**src/rtl/uart_hex_dumper.sv**
```systemverilog
// uart_hex_dumper
//   Buffers raw bytes from the MAC datapath in a small FIFO and prints each one
//   as two uppercase ASCII hex characters. Bytes are separated by a space. A
//   CR LF is inserted after the last byte of a frame and after every
//   BYTES_PER_LINE bytes. Characters go to uart_debug, which has no ready
//   signal, so successive strobes are spaced GAP = (CLK_FREQ/BAUD_RATE+1)*11
//   cycles apart. That spacing always lets the transmitter finish a character.
//
// Optional feature (compile-time macro UART_HEX_DROP_MARK_EN):
//   When defined, a dropped byte is reported in the output stream as "!\r\n"
//   before the next byte is printed, and overflow clears when the '!' is sent.
//   When undefined, overflow is sticky until reset.
//
// Ports
//   clk         in   1  system clock
//   rst_n       in   1  asynchronous active-low reset
//   byte_in     in   8  data byte to dump
//   byte_valid  in   1  write strobe, one byte per cycle
//   frame_end   in   1  byte_in is the last byte of a frame
//   fifo_full   out  1  FIFO holds FIFO_DEPTH entries (registered)
//   overflow    out  1  at least one byte was dropped
//   uart_data   out  8  ASCII character to uart_debug.data_in
//   uart_valid  out  1  one-cycle strobe to uart_debug.valid_in
module uart_hex_dumper #(
  parameter int BAUD_RATE      = 115200,
  parameter int CLK_FREQ       = 100000000,
  parameter int FIFO_DEPTH     = 16,
  parameter int BYTES_PER_LINE = 16
) (
  input  logic       clk,
  input  logic       rst_n,
  input  logic [7:0] byte_in,
  input  logic       byte_valid,
  input  logic       frame_end,
  output logic       fifo_full,
  output logic       overflow,
  output logic [7:0] uart_data,
  output logic       uart_valid
);

  localparam int CLK_DIV = CLK_FREQ / BAUD_RATE;
  localparam int GAP     = (CLK_DIV + 1) * 11;
  localparam int TW      = $clog2(GAP);
  localparam int AW      = $clog2(FIFO_DEPTH);

  localparam logic [TW-1:0] GAP_M1    = TW'(GAP - 1);
  localparam logic [7:0]    LINE_MAX  = 8'(BYTES_PER_LINE);
  localparam logic [AW:0]   DEPTH_CNT = (AW+1)'(FIFO_DEPTH);

  typedef enum logic [2:0] {IDLE, HI, LO, SEP, CR, LF, WAIT} state_t;

  function automatic logic [7:0] hex_char(input logic [3:0] nib);
    return (nib < 4'd10) ? (8'h30 + {4'h0, nib}) : (8'h37 + {4'h0, nib});
  endfunction

  logic [8:0]    mem [FIFO_DEPTH];
  logic [AW-1:0] wr_ptr;
  logic [AW-1:0] rd_ptr;
  logic [AW:0]   count;
  logic [AW:0]   count_next;
  logic          push;
  logic          pop;
  logic          fifo_empty;
  logic [8:0]    head;

  state_t        state;
  state_t        next_st;
  logic [TW-1:0] timer;
  logic [8:0]    hold;
  logic [7:0]    line_cnt;
  logic [7:0]    line_inc;
  logic          go_idle;
  logic          mark_emit;

  // A write seen while full is dropped even if a pop happens in the same cycle.
  assign push       = byte_valid && !fifo_full;
  assign fifo_empty = (count == '0);
  assign head       = mem[rd_ptr];

  // The IDLE decision is also taken on the last WAIT cycle when the next
  // state is IDLE. Back-to-back bytes then stay exactly GAP cycles apart.
  assign go_idle = (state == IDLE) ||
                   ((state == WAIT) && (timer == '0) && (next_st == IDLE));

`ifdef UART_HEX_DROP_MARK_EN
  assign mark_emit = go_idle && overflow;
`else
  assign mark_emit = 1'b0;
`endif

  assign pop      = go_idle && !mark_emit && !fifo_empty;
  assign line_inc = (line_cnt == LINE_MAX) ? line_cnt : line_cnt + 8'd1;

  always_comb begin
    count_next = count;
    case ({push, pop})
      2'b10:   count_next = count + (AW+1)'(1);
      2'b01:   count_next = count - (AW+1)'(1);
      default: count_next = count;
    endcase
  end

  // FIFO storage needs no reset; the pointers and count define its contents.
  always_ff @(posedge clk) begin
    if (push) mem[wr_ptr] <= {frame_end, byte_in};
  end

  // FIFO pointers, registered full flag and drop flag.
  // A new drop takes priority over the marker clearing overflow.
  always_ff @(posedge clk or negedge rst_n) begin
    if (!rst_n) begin
      wr_ptr    <= '0;
      rd_ptr    <= '0;
      count     <= '0;
      fifo_full <= 1'b0;
      overflow  <= 1'b0;
    end else begin
      if (push) wr_ptr <= wr_ptr + AW'(1);
      if (pop)  rd_ptr <= rd_ptr + AW'(1);
      count     <= count_next;
      fifo_full <= (count_next == DEPTH_CNT);
      if (byte_valid && fifo_full) overflow <= 1'b1;
      else if (mark_emit)          overflow <= 1'b0;
    end
  end

  // Character sequencer. The high nibble is emitted on the same edge as the
  // pop, so HI never sits in the state register. Every emit reloads the timer.
  // WAIT then dispatches on next_st when the timer reaches zero.
  always_ff @(posedge clk or negedge rst_n) begin
    if (!rst_n) begin
      state      <= IDLE;
      next_st    <= IDLE;
      timer      <= '0;
      hold       <= '0;
      line_cnt   <= '0;
      uart_data  <= 8'h00;
      uart_valid <= 1'b0;
    end else begin
      uart_valid <= 1'b0;
      if (go_idle) begin
        if (mark_emit) begin
          uart_data  <= 8'h21;
          uart_valid <= 1'b1;
          timer      <= GAP_M1;
          next_st    <= CR;
          state      <= WAIT;
        end else if (pop) begin
          hold       <= head;
          uart_data  <= hex_char(head[7:4]);
          uart_valid <= 1'b1;
          timer      <= GAP_M1;
          next_st    <= LO;
          state      <= WAIT;
        end else begin
          next_st <= IDLE;
          state   <= IDLE;
        end
      end else if (state == WAIT) begin
        if (timer != '0) begin
          timer <= timer - TW'(1);
        end else begin
          uart_valid <= 1'b1;
          timer      <= GAP_M1;
          state      <= WAIT;
          case (next_st)
            LO: begin
              uart_data <= hex_char(hold[3:0]);
              line_cnt  <= line_inc;
              next_st   <= (hold[8] || (line_inc == LINE_MAX)) ? CR : SEP;
            end
            SEP: begin
              uart_data <= 8'h20;
              next_st   <= IDLE;
            end
            CR: begin
              uart_data <= 8'h0D;
              next_st   <= LF;
            end
            LF: begin
              uart_data <= 8'h0A;
              line_cnt  <= '0;
              next_st   <= IDLE;
            end
            default: begin
              uart_valid <= 1'b0;
              next_st    <= IDLE;
              state      <= IDLE;
            end
          endcase
        end
      end else begin
        state <= IDLE;
      end
    end
  end

endmodule

```
**config.mk**
```make
export PLATFORM = sky130hd
export DESIGN_NAME = uart_hex_dumper
export DESIGN_NICKNAME = d
export VERILOG_FILES = /design/src/rtl/uart_hex_dumper.sv
export SDC_FILE = /design/constraint.sdc
export NUM_CORES = 1
export LEC_CHECK = 0
export ABC_AREA = 1
export BUFFER_PORTS_ARGS = -buffer_cell sky130_fd_sc_hd__buf_2
export CAP_MARGIN = 25
export CORE_ASPECT_RATIO = 1.5
export CORE_UTILIZATION = 35
export DETAILED_ROUTE_END_ITERATION = 6
export PLACE_DENSITY = 0.58
export SYNTH_ARGS = -nofsm -noshare
export SYNTH_HDL_FRONTEND = slang
export SYNTH_SLANG_ARGS = --single-unit
export TNS_END_PERCENT = 30
```
**constraint.sdc**
```tcl
create_clock -name clk -period 4.05 [get_ports clk]
set_clock_uncertainty 0.1 [all_clocks]
set_input_delay 0.405 -clock clk [delete_from_list [all_inputs] [get_ports clk]]
set_output_delay 0.405 -clock clk [all_outputs]
set_load 0.05 [all_outputs]
```
==> summary.txt <==
Run status
  – Status: complete, no violations

Timing
  – Max Clk Rate: ~0.30 GHz
  – Final Cycle Share: 81.6%
  – Count of pins over their slew limit: 0
  – Final WS setup: between 700 and 800 ps
  – RSZ-0062 raised after global routing: false
  – Hold Vio Cnt, Final: 0
  – Final setup vio count: 0
  – Worst hold margin: ~77 ps
  – Post-layout min period: approximately 3300 ps
  – Max-slew headroom: between 30% and 40%
  – Slew @ Worst Pin: between 1000 and 1500 ps
  – TNS Setup: 0 ps

Clock network
  – CTS root buf: clkbuf_16
  – Worst-path clk slew: approximately 80 ps
  – TritonCTS buffer count: 17
  – Clock latency on the worst-skew pair: ~440 ps
  – CTS max path bufs: 2
  – H-tree depth: 4
  – Clock sinks: between 150 and 200
  – CTS tree: built
  – Post-CTS Setup Repair Bufs: 0

Global routing
  – Vias in the first global route: slightly below 6000
  – Overall routing resource usage: between 10% and 20%
  – Total gr overflow: 0
  – First-pass GRT wire length: roughly 31 mm
  – Initial antenna violation count: 0
  – Largest net degree at the start of global routing: between 70 and 80

Synthesis
  – Avg Cell Area, Syn: 10.3 um^2
  – Syn Nets: 893
  – Yosys reg bits: just under 200
  – Syn Inst Count: 866
  – Yosys top cell area share: about 48%
  – Synth Cell Area: between 0.008 and 0.009 mm^2
  – Ys Warns: 0
  – EDFF count, synth: around 140
  – Sequential-to-total area share from yosys stat: a little under two thirds
  – Leading area contributor after synthesis: edfxtp_1
  – Yosys cell types: 46
  – Async set-or-reset flop fraction in the synthesized netlist: 27.3%
  – Top cells by area, synth: edfxtp_1, dfrtp_1, nand2_1
  – Top FF cell, synth: edfxtp_1

Finish
  – Area Growth Syn to Fin: 12.3%
  – Finished Cell Area: roughly 0.010 mm^2
  – Total Nets Final: 924
  – Antenna cells: 0
  – Share of cells above drive strength 1: a little over a tenth
  – Final cell count without fillers: around 1200

Routing
  – Wire per inst: roughly 16 um
  – Routed WL: slightly below 20 mm
  – Avg Vias per Cell: a little under 5
  – Initial DRC Count: 332
  – Post-route ant nets: 0
  – Pre-antenna DRT Iters: 5
  – Vias after detailed routing: around 6000
  – Residual DRC count: 0

Floorplanning
  – Starting Density: a little over a third
  – Total core area: approximately 0.025 mm^2
  – Die X-Extent: about 130 um
  – Die Ht: 198 um
  – Floorplan row count: 71
  – IO Count: 23
  – Die area: approximately 0.026 mm^2

Placement
  – Placed cell areas: 0.00942 mm^2
  – GPL Wtd Cong: approximately 0.79
  – Place WS: 716 ps
  – Placed cell count: about 1200
  – Port bufs: 21
  – Post-DP HPWL: 12.8 mm

Critical path
  – CP delay by family, top: simple AND/OR/NAND/NOR gates
  – Worst Setup Start Kind: flop
  – CP arrival: roughly 3600 ps
  – Class of the most critical setup path: flop to flop
  – Crit path top cell by count: inv_1
  – Crit Path Max Fanout: 11
  – Worst Path Buf+Inv: 4
  – Critical Path RT: 4310 ps
  – Crit. End Element: flop
  – CP cell instances: inv_1 > ha_1 > nand2_1 > nor2_2 > nand3_2 > nand2_2 > nand2_2 > clkinv_2 > nand2_4 > inv_1 > ha_1 > fa_1 > mux2i_1 > inv_1 > or3_1 > nor3_1
  – Critical path's slowest cell: fa_1
  – CP peak stage delay: 460 ps

Pwr
  – Power Density: about 650 mW/mm^2
  – Leakage power: 4.00 nW
  – VDD IR max: approximately 0.35 mV

Job
  – Total of max-cap violations: 0

Min path
  – Hold Path Class: input pin to flop
layer usage:
metal	wire [um]	vias to the layer above	track usage, %	share of wire (%)
li1	-	3009	-	-
met1	7740	2916	16.7	40
met2	10800	97	30.8	56
met3	530	22	2.85	2.7
met4	383	0	6.22	2.0
met5	0	-	0	0
through the flow:
step                util, %  total power (W)
floorplan                 -          0.00434
detailed placement     37.6          0.00499
finish                 40.0          0.00655
CTS                    39.9          0.00661
global route           40.0          0.00701
global placement       37.6          0.00496
report_power, final:
part | switching, W | leakage (nW) | internal [W] | total, W
sequential | 0.000168 | 1.97 | 0.00251 | 0.00268
combinational | 0.00158 | 1.76 | 0.000676 | 0.00225
clock | 0.000811 | 0.270 | 0.000813 | 0.00162
synthesized netlist by cell type (all sizes together) (2+ instances only):
cell type and count:
nand3 63, nor2 120, o22ai 9, clkbuf 12, o211ai 8, xor2 12, edfxtp 144, or3 2
dfrtp 54, o21bai 2, nand2 158, xnor2 2, o221ai 11, a21oi 14, nand4 8, clkinv 2
o21ai 98, nor3 8, a31oi 3, inv 90, ha 14, buf 22
cell usage in the layout, fill, tap and decap left out, drive strengths merged, types with 17 or more instances in the layout:
cell type / instances
o21ai: 98
inv: 98
dfrtp: 54
nand3: 63
edfxtp: 144
nand2: 158
nor2: 120
clkbuf: 17
buf: 45
kinds of logic after synthesis:
kind of cell / synth area share (%)
AND/OR/NAND/NOR: 17.3
flip-flops: 63.6
XOR/XNOR: 1.37
adder cells (fa/ha/maj): 2.19
buffers and inverters: 5.89
other: 0.0420
multiplexers: 0.112
AO/OA/AOI/OAI: 9.44
final timing paths:
check | start | end | slack [ps] | cells past startpoint
worst min-delay path | byte_valid | overflow$_DFFE_PN0P_ | 80 | 2
worst max-delay path | timer[0]$_DFFE_PN0P_ | fifo_full$_DFF_PN0_ | 750 | 16
min in group asynchronous | rst_n | uart_data[2]$_DFFE_PN0P_ | 300 | 2
worst max register to register | timer[0]$_DFFE_PN0P_ | fifo_full$_DFF_PN0_ | 750 | 16
worst min register to register | overflow$_DFFE_PN0P_ | overflow$_DFFE_PN0P_ | 350 | 1
max in group asynchronous | rst_n | rd_ptr[0]$_DFFE_PN0P_ | 2660 | 3
repair_timing:
| item | in CTS | in global routing |
|---|---|---|
| endpoints found under the hold margin | 15 | 0 |
| hold buffers | 1 | 0 |
| resized for setup | 0 | 0 |
area by class of cell:
cell class	instances	area (um^2)
Tap cell	328	410
Sequential cell	198	5680
Multi-Input combinational cell	542	2720
Clock buffer	17	425
Fill cell	2457	15000
Timing Repair Buffer	46	295
Inverter	92	349
Clock inverter	15	139
state kept, by name (all words and copies together), names as in the netlist, 3 cells and up:
signal / flops
count: 5
hold: 5
line_cnt: 8
mem: 144
next_st: 3
rd_ptr: 4
timer: 14
uart_data: 7
wr_ptr: 4
No activity file was read; power rests on OpenSTA's default activity.
